## src/rtl/nuc_window_matcher.sv

```systemverilog
// Sliding-window nucleotide matcher: streams 2-bit bases from memory and scores
// each PAT_LEN-wide window against a masked pattern with a mismatch tolerance.
module nuc_window_matcher #(
    parameter int PAT_LEN = 8,
    parameter int AW      = 16,
    parameter int CNT_W   = 16,
    parameter int MMW     = $clog2(PAT_LEN + 1)
) (
    input  logic                 clock,
    input  logic                 reset,
    input  logic                 start,
    input  logic [AW-1:0]        base_addr,
    input  logic [AW-1:0]        seq_len,
    input  logic [2*PAT_LEN-1:0] pat,
    input  logic [PAT_LEN-1:0]   pat_mask,
    input  logic [MMW-1:0]       max_mm,
    output logic                 nuc_re,
    output logic [AW-1:0]        nuc_addr,
    input  logic [1:0]           nuc_data,
    output logic                 busy,
    output logic                 done,
    output logic                 found,
    output logic [CNT_W-1:0]     match_count,
    output logic [AW-1:0]        first_addr
);

    typedef enum logic [1:0] {IDLE, SCAN, DONE} state_t;

    state_t               state_q, state_d;
    logic [AW-1:0]        baseAddr_q, baseAddr_d;
    logic [AW-1:0]        seqLen_q, seqLen_d;
    logic [2*PAT_LEN-1:0] pattern_q, pattern_d;
    logic [PAT_LEN-1:0]   careMask_q, careMask_d;
    logic [MMW-1:0]       maxMm_q, maxMm_d;
    logic [AW-1:0]        idx_q, idx_d;
    logic [2*PAT_LEN-1:0] window_q, window_d;
    logic                 found_q, found_d;
    logic [CNT_W-1:0]     count_q, count_d;
    logic [AW-1:0]        firstAddr_q, firstAddr_d;

    logic [2*PAT_LEN-1:0] windowNext;
    logic [MMW-1:0]       mmTally;
    logic                 windowFull;
    logic                 hit;
    logic                 lastIdx;

    // Scoring looks at the window as it will be after this edge's shift-in.
    assign windowNext = {nuc_data, window_q[2*PAT_LEN-1:2]};

    always_comb begin
        mmTally = '0;
        for (int k = 0; k < PAT_LEN; k++) begin
            if (careMask_q[k] && (windowNext[2*k +: 2] != pattern_q[2*k +: 2])) begin
                mmTally = mmTally + MMW'(1);
            end
        end
    end

    assign windowFull = (idx_q >= AW'(PAT_LEN - 1));
    assign hit        = (state_q == SCAN) && windowFull && (mmTally <= maxMm_q);
    assign lastIdx    = (idx_q == (seqLen_q - AW'(1)));

    always_comb begin
        state_d     = state_q;
        baseAddr_d  = baseAddr_q;
        seqLen_d    = seqLen_q;
        pattern_d   = pattern_q;
        careMask_d  = careMask_q;
        maxMm_d     = maxMm_q;
        idx_d       = idx_q;
        window_d    = window_q;
        found_d     = found_q;
        count_d     = count_q;
        firstAddr_d = firstAddr_q;
        case (state_q)
            IDLE: begin
                if (start) begin
                    baseAddr_d  = base_addr;
                    seqLen_d    = seq_len;
                    pattern_d   = pat;
                    careMask_d  = pat_mask;
                    maxMm_d     = max_mm;
                    idx_d       = '0;
                    window_d    = '0;
                    found_d     = 1'b0;
                    count_d     = '0;
                    firstAddr_d = '0;
                    state_d     = (seq_len == '0) ? DONE : SCAN;
                end
            end
            SCAN: begin
                window_d = windowNext;
                if (hit) begin
                    if (count_q != '1) begin
                        count_d = count_q + CNT_W'(1);
                    end
                    if (!found_q) begin
                        found_d     = 1'b1;
                        firstAddr_d = baseAddr_q + idx_q - AW'(PAT_LEN - 1);
                    end
                end
                if (lastIdx) begin
                    state_d = DONE;
                end else begin
                    idx_d = idx_q + AW'(1);
                end
            end
            DONE: begin
                state_d = IDLE;
            end
            default: begin
                state_d = IDLE;
            end
        endcase
    end

    always_ff @(posedge clock) begin
        if (reset) begin
            state_q     <= IDLE;
            baseAddr_q  <= '0;
            seqLen_q    <= '0;
            pattern_q   <= '0;
            careMask_q  <= '0;
            maxMm_q     <= '0;
            idx_q       <= '0;
            window_q    <= '0;
            found_q     <= 1'b0;
            count_q     <= '0;
            firstAddr_q <= '0;
        end else begin
            state_q     <= state_d;
            baseAddr_q  <= baseAddr_d;
            seqLen_q    <= seqLen_d;
            pattern_q   <= pattern_d;
            careMask_q  <= careMask_d;
            maxMm_q     <= maxMm_d;
            idx_q       <= idx_d;
            window_q    <= window_d;
            found_q     <= found_d;
            count_q     <= count_d;
            firstAddr_q <= firstAddr_d;
        end
    end

    assign busy        = (state_q == SCAN);
    assign done        = (state_q == DONE);
    assign nuc_re      = busy;
    assign nuc_addr    = busy ? (baseAddr_q + idx_q) : '0;
    assign found       = found_q;
    assign match_count = count_q;
    assign first_addr  = firstAddr_q;

endmodule

```

## config.mk

```make
export PLATFORM = sky130hd
export DESIGN_NAME = nuc_window_matcher
export DESIGN_NICKNAME = d
export VERILOG_FILES = /design/src/rtl/nuc_window_matcher.sv
export SDC_FILE = /design/constraint.sdc
export NUM_CORES = 1
export LEC_CHECK = 0
export ABC_CLOCK_PERIOD_IN_PS = 8450
export CORE_MARGIN = 2
export CORE_UTILIZATION = 34
export CTS_CLUSTER_DIAMETER = 40
export DETAILED_ROUTE_END_ITERATION = 10
export HOLD_SLACK_MARGIN = 0.02
export PLACE_DENSITY_LB_ADDON = 0.15
export SYNTH_ARGS = -nofsm -noshare
export SYNTH_HDL_FRONTEND = slang
export SYNTH_SLANG_ARGS = --single-unit
```

## constraint.sdc

```tcl
create_clock -name clock -period 8.45 [get_ports clock]
set_clock_uncertainty 0.15 [all_clocks]
set_input_delay 2.535 -clock clock [delete_from_list [all_inputs] [get_ports clock]]
set_output_delay 2.535 -clock clock [all_outputs]
set_load 0.1 [all_outputs]
```

# Word-level counts from Yosys, hierarchy flattened
# Cells that the tools add are included.
# totals
regBits	127
romBits	0
output_inout_bits	52
n_memories	0
inputBits	65
latch_bits	0
wordCells	89
mem_bits_rw	0
# classes
n_addsub	12
n_mux	26
shifts	0
div	0
reduce_logical	20
mul	0
eq_ne	18
bitwise	0
magnitude_cmp	2
# ops
cell	n
$pmux 16 s2	4
$mux 16	7
$add 16x1->16 const B	2
$add 4x1->4 const B	7
$mux 4	7
$add 16x16->16	1
$eq 16x16->1	1
$ge 16x3->1 const B	1
$logic_not 16->1	1
$ne 16x16->1 const B	1
$ne 2x2->1	8
$sub 16x1->16 const B	1
$sub 16x3->16 const B	1
$logic_and 1x1->1	10
$reduce_and 4->1	2
$mux 2	3
$ne 2x1->1 const B	3
$ne 2x2->1 const B	3
$reduce_and 2->1	3
$reduce_and 3->1	2
$le 4x4->1	1
$pmux 2 s2	1
$mux 1	3
$eq 2x1->1 const B	1
other kinds (4)	4

# Longest topological paths before layout
# Gate-level depths: netlist of run 1.
# depth
word_depth	21
ltp_mapped	30
ltp_nobuf	29

# Worst setup path after synthesis of run 1
# No wires, ideal clock.
# synth_path
path_type	register -> register
startpoint	register pattern_q[2]
endpoint	register count_q[7], in the netlist match_count[7]
slack_ps	2275
n_path_buf	0
stages_incl_launch_ff	28
period_less_slack_ps	6175
setup_time_ps	116
required_ps	8184
t_arrival_ps	5908
cell_sequence	dfxtp_1 xor2_1 o21ai_0 inv_1 ha_1 xnor2_1 inv_1 ha_1 inv_1 o21ai_0 ha_1 mux2_2 ha_1 mux2i_1 a21oi_1 ha_1 mux2_2 ha_1 mux2_2 ha_1 nor2b_1 o21a_1 o21a_1 o21ai_0 a21oi_1 nor4_4 a31oi_1 a41o_1
# synth_via
elab_chain_cells	19
# synth_rtl
item	line_no	source
start: declaration	32	logic [2*PAT_LEN-1:0] pattern_q, pattern_d;
start signal: assignment	134	pattern_q <= pattern_d;
$ne 2x2->1 *	53	if (careMask_q[k] && (windowNext[2*k +: 2] != pattern_q[2*k +: 2])) begin
$logic_and 1x1->1 *	53	
$mux 4 *	53	
$add 4x1->4	54	mmTally = mmTally + MMW'(1);
$mux 4 *	53	
$add 4x1->4	54	
$mux 4 *	53	
$add 4x1->4	54	
[3 not listed]	n/a	
$add 4x1->4	54	
$mux 4 *	53	
$add 4x1->4	54	
$mux 4 *	53	
$le 4x4->1 *	60	assign hit = (state_q == SCAN) && windowFull && (mmTally <= maxMm_q);
$logic_and 1x1->1 *	60	
$ne 2x1->1 (no line) *	n/a	
$reduce_and 4->1 (no line) *	n/a	
end signal: assignment	140	count_q <= count_d;
end: declaration	38	logic [CNT_W-1:0] count_q, count_d;
# Every way passes the cells marked *; elsewhere a longest branch is shown, timed or not.
# A chain may end at the register's enable or synchronous reset.

# Final worst setup path of run 1
# layout_path
startpoint	register window_q[4]
endpoint	register count_q[12], in the netlist match_count[12]
# layout_via
elab_chain_cells	19
# layout_rtl
item	line_no	source
start: declaration	36	logic [2*PAT_LEN-1:0] window_q, window_d;
start signal: assignment	138	window_q <= window_d;
$ne 2x2->1 *	53	
$logic_and 1x1->1 *	53	
$mux 4 *	53	
$add 4x1->4	54	
$mux 4 *	53	
$add 4x1->4	54	
$mux 4 *	53	
$add 4x1->4	54	
[3 not listed]	n/a	
$add 4x1->4	54	
$mux 4 *	53	
$add 4x1->4	54	
$mux 4 *	53	
$le 4x4->1 *	60	
$logic_and 1x1->1 *	60	
$ne 2x1->1 (no line) *	n/a	
$reduce_and 4->1 (no line) *	n/a	
# Marked as above.

==> results_dict.tcl, run 1 <==
set metrics [dict create \
    status "complete, no violations" \
    crit_required_ns 8.62 \
    n_antenna_cell 0 \
    grtUsageMet2 0.276 \
    routedWlPerCell_um 15.5 \
    rows 54 \
    multiInputGateArea_um2 4580 \
    start_util 0.343 \
    finalCriticalPeriod_ns 6.90 \
    max-slew-margin-rel 0.331 \
    numPortBuffers 116 \
    vias 6735 \
    antenna_left 0 \
    die_area_um2 23000 \
    layout.cells.non_filler 1319 \
    ioPinCount 117 \
    clk_latency_ns 0.43 \
    rr_startpoint "window_q[4]$_SDFFE_PP0P_" \
    cts_made_buffers 17 \
    use_met3 0.0350 \
    crit_type "flip-flop to flip-flop" \
    die_y_um 152 \
    grt_max_degree 90 \
    fill_cells 2221 \
    maxCapViolations 0 \
    tns_ns 0 \
    synth.distinct_cells 78 \
    crit_path_end_kind "flip-flop" \
    dp_cells 1287 \
    async_flop_share 0 \
    gr-usage-met1 0.253 \
    seqCellArea_um2 2500 \
    hold_path_class "flip-flop to flip-flop" \
    setup.worst_path.start_class "flip-flop" \
    seq_area_frac_synth 0.338 \
    rsz0062_at_grt "no" \
    avgSynthCellArea_um2 7.91 \
    fmax_mhz 145 \
    p_leak_nw 3.65 \
    cts-hold-fix-buffers 0 \
    slew_viol_final 0 \
    cts_root_buf "clkbuf_16" \
    ys.warnings.count 0 \
    synth_edf_count 0 \
    synthFlopType "dfxtp_1" \
    cp-startpoint "window_q[4]$_SDFFE_PP0P_" \
    grt_overflow 0 \
    syn_nets 1033 \
    drt_iter0_markers 364 \
    grt_pass1_vias 6219 \
    endpoint "match_count[12]$_SDFFE_PP0P_" \
    setup_violations 0 \
    grt_usage 0.180 \
    grt_pass1_wl_mm 32.5 \
    via_per_inst 5.11 \
    drc 0 \
    syn-cell-area_um2 7410 \
    fin_crit_sh 0.816 \
    core_um2 21600 \
    hold_slack_ns 0.301 \
    grt-busiest-layer "met2" \
    final_layout_size_suffix_gt1_frac 0.0654 \
    cts_resized 0 \
    total_power_mw 1.62 \
    clk_pin_slew_ns 0.06 \
    worst_pin_slew_ns 1.00 \
    yosys_register_bits 125 \
    reg2reg_to "match_count[12]$_SDFFE_PP0P_" \
    drt_first_pass_iters 5 \
    drt_wl_total_mm 20.5 \
    grt_antenna_before_repair 0 \
    cts_setup_buffers 0 \
    cts_tree "built" \
    crit_arrival_ns 7.07 \
    clk_path_buf_depth 2 \
    gp_congestion 0.816 \
    pwr_density_cell_nw_per_um2 174 \
    clock_sinks 125 \
    crit_path_max_fanout 9 \
    syn_to_final_growth_pct 26.0 \
    htree_num_levels 4 \
    final_net_count 1122 \
    ff2ff_path_depth 27 \
    netlist_instances 937 \
    rrSetupSlack_ns 1.55 \
    post-dp-hpwl_mm 15.1 \
    ir_drop_v 0.000118 \
    finalHoldViolCount 0 \
    finalCoreUtilization 0.432 \
    die_w_um 152 \
]
[worst min path at each step]
stage,cells after the start,slack [ns],end,startpoint
after floorplan,1,0.28,state_q[1]$_SDFFE_PP0P_,state_q[1]$_SDFFE_PP0P_
after global placement,2,0.29,first_addr[11]$_SDFFE_PP0P_,first_addr[11]$_SDFFE_PP0P_
after detailed placement,2,0.29,first_addr[11]$_SDFFE_PP0P_,first_addr[11]$_SDFFE_PP0P_
after CTS,2,0.30,first_addr[11]$_SDFFE_PP0P_,first_addr[11]$_SDFFE_PP0P_
after global routing,2,0.32,maxMm_q[2]$_SDFFE_PP0P_,maxMm_q[2]$_SDFFE_PP0P_
final,2,0.30,first_addr[11]$_SDFFE_PP0P_,first_addr[11]$_SDFFE_PP0P_
[logic make-up after synthesis]
| logic type | count (synthesis) | share of synthesized area |
|---|---|---|
| multiplexers | 13 | 0.0181 |
| XOR/XNOR | 78 | 0.0971 |
| adder cells (fa/ha/maj) | 31 | 0.0534 |
| AND/OR/NAND/NOR | 387 | 0.251 |
| AO/OA/AOI/OAI | 221 | 0.198 |
| buffers and inverters | 82 | 0.0448 |
| flip-flops | 125 | 0.338 |
[Yosys cell counts (4+ instances only)]
library cell    n  share of area
nand4_1        10         0.0084
dfxtp_1       125           0.34
nor2_1         80          0.041
clkbuf_1       46          0.023
a21oi_1        88          0.059
o21ai_1         4         0.0027
mux2i_1        10          0.014
o21ai_0        20          0.014
a31oi_1        10         0.0084
xor2_1         31          0.037
or2_2           6         0.0051
a211oi_1        5         0.0051
nor4_1         12          0.010
a2111oi_0       4         0.0047
and3_1         11         0.0093
inv_1          29          0.015
nand3_1        26          0.018
nor2b_1         5         0.0042
o211ai_1        7         0.0071
nand2b_1        7         0.0059
a41o_1          8          0.011
xnor2_1        44          0.052
or3_1          11         0.0093
o21a_1          7         0.0071
and2_1         11         0.0093
ha_1           30          0.051
nor3_1         19          0.013
a22oi_1        22          0.022
a21o_1          6         0.0061
nand2_1       167          0.085
nand3b_1        4         0.0041
[power breakdown]
group / switching [mW] / total (mW) / internal, mW / leakage, nW
sequential: 0.0201 / 0.629 / 0.608 / 1.02
combinational: 0.161 / 0.268 / 0.108 / 2.36
clock: 0.289 / 0.725 / 0.437 / 0.271
[layer usage]
layer  wire length [um]  vias to the layer above  share of wire
met3                836                       21          0.041
met2               8890                      155           0.43
met4                335                        0          0.016
met5                  0                        -              0
li1                   -                     3490              -
met1              10400                     3069           0.51
[area by class of cell]
class                   count  share of cell area
multi-input cells         730               0.491
inverters                  29              0.0117
well taps                 280              0.0375
repair buffers            123               0.130
flip-flops and latches    125               0.268
clock buffers              20              0.0468
clock inverters            12              0.0150
[layout by cell type, fill, tap and decap left out, types with 4 or more instances in the layout]
| master | n |
|---|---|
| a2111oi_0 | 4 |
| a211oi_1 | 5 |
| a21o_1 | 6 |
| a21oi_1 | 88 |
| a22oi_1 | 22 |
| a31oi_1 | 10 |
| a41o_1 | 8 |
| and2_1 | 10 |
| and3_1 | 11 |
| buf_4 | 8 |
| clkbuf_16 | 17 |
| clkdlybuf4s50_1 | 115 |
| clkinv_4 | 4 |
| dfxtp_1 | 125 |
| ha_1 | 30 |
| inv_1 | 29 |
| mux2i_1 | 10 |
| nand2_1 | 166 |
| nand2b_1 | 7 |
| nand3_1 | 26 |
| nand3b_1 | 4 |
| nand4_1 | 10 |
| nor2_1 | 80 |
| nor2b_1 | 5 |
| nor3_1 | 19 |
| nor4_1 | 11 |
| o211ai_1 | 7 |
| o21a_1 | 7 |
| o21ai_0 | 20 |
| o21ai_1 | 4 |
| or2_2 | 6 |
| or3_1 | 11 |
| xnor2_1 | 44 |
| xor2_1 | 31 |
[flip-flops by register name, summed over array words and instances, names as in the netlist]
name         cells
window_q        14
found            1
pattern_q       16
state_q          2
seqLen_q        16
idx_q           16
careMask_q       8
baseAddr_q      16
first_addr      16
maxMm_q          4
match_count     16
[per-stage QoR]
stage          cell area [um^2]  setup WS [ns]
5_1_grt                    9330           1.12
4_1_cts                    9330           1.59
3_5_place_dp               8760           1.67
6_report                   9330           1.55
2_1_floorplan              7410           2.28
3_3_place_gp               8760           1.87
[worst max-delay path, stage by stage (launching register included)]
cell and delay (ns):
dfxtp_1 0.33, xor2_1 0.14, o21ai_0 0.23, inv_1 0.07, ha_1 0.33, xnor2_1 0.32, inv_1 0.08, ha_1 0.29
inv_1 0.06, o21ai_0 0.23, ha_1 0.29, mux2_2 0.28, ha_1 0.27, mux2i_1 0.06, a21oi_1 0.25, ha_1 0.29
mux2_2 0.28, ha_1 0.27, mux2_2 0.26, ha_1 0.28, nor2b_1 0.13, o21a_1 0.16, o21a_1 0.17, o21ai_0 0.24
a21oi_1 0.30, nor4b_4 0.62, a31oi_1 0.17, a41o_1 0.23
No activity file was read; power rests on OpenSTA's default activity.
==> run 2, diff against run 1 <==
--- a/config.mk
+++ b/config.mk
@@ -5,7 +5,7 @@
 export SDC_FILE = /design/constraint.sdc
 export NUM_CORES = 1
 export LEC_CHECK = 0
-export ABC_CLOCK_PERIOD_IN_PS = 8450
+export ABC_CLOCK_PERIOD_IN_PS = 6770
 export CORE_MARGIN = 2
 export CORE_UTILIZATION = 34
 export CTS_CLUSTER_DIAMETER = 40
==> constraint.sdc (replaced) <==
create_clock -name clock -period 6.77 [get_ports clock]
set_clock_uncertainty 0.15 [all_clocks]
set_input_delay 2.031 -clock clock [delete_from_list [all_inputs] [get_ports clock]]
set_output_delay 2.031 -clock clock [all_outputs]
set_load 0.1 [all_outputs]
==> results_dict.tcl, run 2 (synthesized netlist as in run 1, its figures left out) <==
set metrics [dict create \
    layout.cells.non_filler 1324 \
    ioPinCount 117 \
    n_antenna_cell 0 \
    grt_usage 0.180 \
    rrSetupSlack_ns 0.39 \
    drc 0 \
    hold_path_class "flip-flop to flip-flop" \
    pwr_density_cell_nw_per_um2 212 \
    slew_viol_final 0 \
    crit_arrival_ns 6.54 \
    crit_buf_inv 4 \
    tns_ns 0 \
    place_ws_ns 0.0771 \
    final_common_cell "nand2_1" \
    via_per_inst 5.16 \
    crit_required_ns 6.93 \
    cp_num_cells 28 \
    drt_iter0_markers 346 \
    post-dp-hpwl_mm 15.2 \
    ff2ff_path_depth 28 \
    grt_overflow 0 \
    status "complete, no violations" \
    min_from "first_addr[9]$_SDFFE_PP0P_" \
    final_layout_size_suffix_gt1_frac 0.0785 \
    htree_num_levels 4 \
    rows 54 \
    finalCriticalPeriod_ns 6.38 \
    core_um2 21600 \
    drt_first_pass_iters 5 \
    worstHoldPathCells 2 \
    clk_pin_slew_ns 0.06 \
    fin_ws_ns 0.390 \
    cpPeakStageDelay_ns 0.33 \
    grt_pass1_vias 6207 \
    final_net_count 1127 \
    die_y_um 152 \
    layout_common_cells "nand2_1 (166), dfxtp_1 (125), clkdlybuf4s50_1 (112), a21oi_1 (86), nor2_1 (80)" \
    cts_root_buf "clkbuf_16" \
    hold_slack_ns 0.304 \
    cp_common_cell "ha_1" \
    drt_wl_total_mm 20.6 \
    clk_path_buf_depth 2 \
    crit_type "flip-flop to flip-flop" \
    max-slew-margin-rel 0.339 \
    cpLargestDelayFamily "adder cells" \
    hold_end "first_addr[9]$_SDFFE_PP0P_" \
    dp_cells 1289 \
    gp_congestion 0.849 \
    die_area_um2 23000 \
    clk_latency_ns 0.42 \
    crit_path_end_kind "flip-flop" \
    cts-hold-fix-buffers 0 \
    grt_pass1_wl_mm 32.4 \
    start_util 0.343 \
    clock_sinks 125 \
    cts_tree "built" \
    setup_violations 0 \
    vias 6834 \
    finalHoldViolCount 0 \
    crit_slowest_cell "ha_1" \
    ir_drop_v 0.000151 \
    routedWlPerCell_um 15.5 \
    p_leak_nw 3.68 \
    die_w_um 152 \
    syn_to_final_growth_pct 26.5 \
    crit_path_max_fanout 7 \
    numPortBuffers 116 \
    setup.worst_path.start_class "flip-flop" \
    cts_made_buffers 17 \
    worst_pin_slew_ns 0.987 \
    finalCoreUtilization 0.433 \
    reg2reg_to "match_count[12]$_SDFFE_PP0P_" \
    grt_max_degree 90 \
    antenna_left 0 \
    rr_startpoint "pattern_q[2]$_SDFFE_PP0P_" \
    grt_antenna_before_repair 0 \
    fmax_mhz 157 \
    fin_crit_sh 0.942 \
    maxCapViolations 0 \
]
-- run 2: changes by cell type in the layout (fill, tap and decap cells not counted), moves of 3 or more --
cell,before,now
inv_6,2,5
clkbuf_1,3,0
buf_4,8,15
clkdlybuf4s50_1,115,112
-- run 2: routing by layer --
metal  vias to the layer above  wire, um  global-route usage  share of wire
met1                      3171     10200               0.255           0.50
met4                         0       259              0.0528          0.013
met3                        21       968              0.0323          0.047
li1                       3491         -                   -              -
met2                       151      9140               0.279           0.44
met5                         -         0                   0              0
-- run 2: worst max-delay path by stage --
stage / startpoint / end / slack, ns
6_report: pattern_q[2]$_SDFFE_PP0P_ / match_count[12]$_SDFFE_PP0P_ / 0.39
5_1_grt: pattern_q[2]$_SDFFE_PP0P_ / first_addr[5]$_SDFFE_PP0P_ / -0.03
4_1_cts: pattern_q[2]$_SDFFE_PP0P_ / match_count[12]$_SDFFE_PP0P_ / 0.03
3_5_place_dp: pattern_q[2]$_SDFFE_PP0P_ / match_count[12]$_SDFFE_PP0P_ / 0.08
3_3_place_gp: window_q[4]$_SDFFE_PP0P_ / match_count[12]$_SDFFE_PP0P_ / 0.31
2_1_floorplan: pattern_q[2]$_SDFFE_PP0P_ / match_count[7]$_SDFFE_PP0P_ / 0.60
-- run 2: timing repair --
item / CTS / global route
endpoints found under the setup margin: 0 / 28
hold endpoints to repair: 0 / 0
buffers inserted: 0 / 3
resized for setup: 0 / 3
-- run 2: final cells by class --
| class | count | area [um^2] |
|---|---|---|
| sequential | 125 | 2500 |
| clock inverter | 13 | 105 |
| timing repair buffer | 128 | 1250 |
| multi-input combinational | 730 | 4600 |
| clock buffer | 19 | 453 |
| tap | 280 | 350 |
| inverter | 29 | 109 |
| fill | 2248 | 12300 |
-- run 2: report_power, final --
part,switching [mW],total [mW],internal [mW]
combinational,0.200,0.335,0.135
clock,0.369,0.864,0.495
sequential,0.0256,0.785,0.759
total,0.595,1.98,1.39
-- run 2: tightest hold or removal path, stage by stage, from the launching register on --
cell and delay, ns:
dfxtp_1 0.31, nand2_1 0.05, a21oi_1 0.05
-- run 2: per-stage QoR --
stage / instance area (um^2) / power, mW
after floorplan: 7410 / 1.03
after global placement: 8760 / 1.13
after detailed placement: 8760 / 1.14
after CTS: 9320 / 2.01
after global routing: 9370 / 2.08
final: 9370 / 1.98
==> run 3, diff against run 2 <==
--- a/config.mk
+++ b/config.mk
@@ -6,9 +6,11 @@
 export NUM_CORES = 1
 export LEC_CHECK = 0
 export ABC_CLOCK_PERIOD_IN_PS = 6770
+export CORE_ASPECT_RATIO = 0.75
 export CORE_MARGIN = 2
 export CORE_UTILIZATION = 34
 export CTS_CLUSTER_DIAMETER = 40
+export CTS_CLUSTER_SIZE = 28
 export DETAILED_ROUTE_END_ITERATION = 10
 export HOLD_SLACK_MARGIN = 0.02
 export PLACE_DENSITY_LB_ADDON = 0.15
==> results_dict.tcl, run 3 (synthesized netlist as in run 1, its figures left out) <==
set metrics [dict create \
    seqCellArea_um2 2500 \
    clk_pin_slew_ns 0.06 \
    numPortBuffers 116 \
    gp_congestion 0.829 \
    antenna_left 0 \
    start_util 0.349 \
    fill_cells 2136 \
    post-dp-hpwl_mm 15.6 \
    grt_overflow 0 \
    drt_iter0_markers 447 \
    final_common_cell "nand2_1" \
    maxCapViolations 0 \
    vias 6853 \
    min_from "first_addr[9]$_SDFFE_PP0P_" \
    total_power_mw 2.04 \
    rr_startpoint "window_q[4]$_SDFFE_PP0P_" \
    ir_drop_v 0.000174 \
    clk_latency_ns 0.42 \
    crit_type "flip-flop to flip-flop" \
    crit_path_end_kind "flip-flop" \
    slew_viol_final 0 \
    switching_share 0.294 \
    clockPowerShare 0.449 \
    clk_path_buf_depth 2 \
    setup_violations 0 \
    syn_to_final_growth_pct 26.7 \
    finalHoldViolCount 0 \
    worstHoldPathCells 2 \
    crit_required_ns 6.94 \
    reg2reg_to "match_count[8]$_SDFFE_PP0P_" \
    hold_slack_ns 0.306 \
    cp_common_cell "ha_1" \
    cts_tree "built" \
    hold_end "first_addr[9]$_SDFFE_PP0P_" \
    multiInputGateArea_um2 4600 \
    max-slew-margin-rel 0.297 \
    layout_common_cells "nand2_1 (166), dfxtp_1 (125), clkdlybuf4s50_1 (110), a21oi_1 (86), nor2_1 (80)" \
    grt_usage 0.189 \
    cts_root_buf "clkbuf_16" \
    final_net_count 1126 \
    crit_arrival_ns 6.32 \
    rrSetupSlack_ns 0.62 \
    power_frac_comb 0.167 \
    grt_max_degree 75 \
    via_per_inst 5.15 \
    status "complete, no violations" \
    routedWlPerCell_um 16.1 \
    grt_antenna_before_repair 0 \
    power.switching_mw 0.599 \
    n_antenna_cell 0 \
    core_um2 21200 \
    dp_cells 1297 \
    htree_num_levels 4 \
    p_leak_nw 3.69 \
    pwr_density_cell_nw_per_um2 217 \
    crit_slowest_cell "dfxtp_1" \
    worst_pin_slew_ns 1.05 \
    finalCriticalPeriod_ns 6.15 \
    fin_crit_sh 0.909 \
    p_int_mw 1.44 \
    grt_pass1_vias 6526 \
    die_area_um2 23000 \
    ioPinCount 117 \
    cts-hold-fix-buffers 0 \
    power_frac_seq 0.385 \
    setup.worst_path.start_class "flip-flop" \
    cpPeakStageDelay_ns 0.33 \
    drt_wl_total_mm 21.4 \
    cp-startpoint "window_q[4]$_SDFFE_PP0P_" \
    final_layout_size_suffix_gt1_frac 0.0796 \
    grt_pass1_wl_mm 35.1 \
    die_y_um 132 \
    drt_first_pass_iters 5 \
    finalCoreUtilization 0.442 \
    tns_ns 0 \
    crit_path_max_fanout 9 \
    layout.cells.non_filler 1331 \
    fmax_mhz 163 \
    die_w_um 174 \
    rsz0062_at_grt "no" \
    ff2ff_path_depth 28 \
    rows 46 \
    clock_sinks 125 \
    hold_path_class "flip-flop to flip-flop" \
    cts_made_buffers 17 \
    drc 0 \
]
run 3: changes by cell type in the layout (fill, tap and decap cells not counted), sizes merged:
cell,change
clkinvlp,+1
bufinv,+2
buf,+1
clkdlybuf4s50,-2
clkbuf,-2
inv,-2
clkinv,+1
run 3: worst max-delay path: cells and delay by family (launching register included):
family | cells | cell delay (ns)
fa+ha+maj | 7 | 2.01
buf+inv | 4 | 0.40
xor+xnor | 2 | 0.38
compound gates | 9 | 1.42
flops | 1 | 0.33
mux | 4 | 0.97
simple gates | 2 | 0.39
run 3: per-layer routing:
layer | track usage | vias up | wire length, um
li1 | - | 3484 | -
met1 | 0.292 | 3165 | 11700
met2 | 0.261 | 188 | 8330
met5 | 0 | - | 0
met4 | 0.0448 | 0 | 268
met3 | 0.0418 | 16 | 1100
run 3: layout make-up:
| class | count | share of cell area |
|---|---|---|
| sequential | 125 | 0.267 |
| inverter | 29 | 0.0116 |
| clock inverter | 15 | 0.0172 |
| tap | 288 | 0.0384 |
| clock buffer | 17 | 0.0453 |
| timing repair buffer | 127 | 0.131 |
| multi-input combinational | 730 | 0.490 |
run 3: how the worst max path moves through the flow:
stage	end	cells after the start
floorplan	match_count[7]$_SDFFE_PP0P_	27
global placement	match_count[5]$_SDFFE_PP0P_	27
detailed placement	match_count[5]$_SDFFE_PP0P_	27
CTS	match_count[7]$_SDFFE_PP0P_	27
global route	match_count[8]$_SDFFE_PP0P_	28
finish	match_count[8]$_SDFFE_PP0P_	28
run 3: repair_timing:
item                       4_1_cts  5_1_grt
buffers inserted                 0        2
gates resized for setup          0        5
setup endpoints to repair        0       28
run 3: power groups by stage:
stage                     registers, mW  clock network, mW  logic, mW
final                             0.784              0.915      0.341
after global routing              0.788              0.970      0.378
after CTS                         0.784              0.936      0.338
after detailed placement          0.801                  0      0.336
after global placement            0.800                  0      0.336
after floorplan                   0.789                  0      0.239
run 3: through the flow:
step           cell area [um^2]  setup slack [ns]
4_1_cts                    9360             0.189
6_report                   9380             0.619
2_1_floorplan              7410             0.595
5_1_grt                    9380            0.0358
3_5_place_dp               8770             0.234
3_3_place_gp               8770             0.359
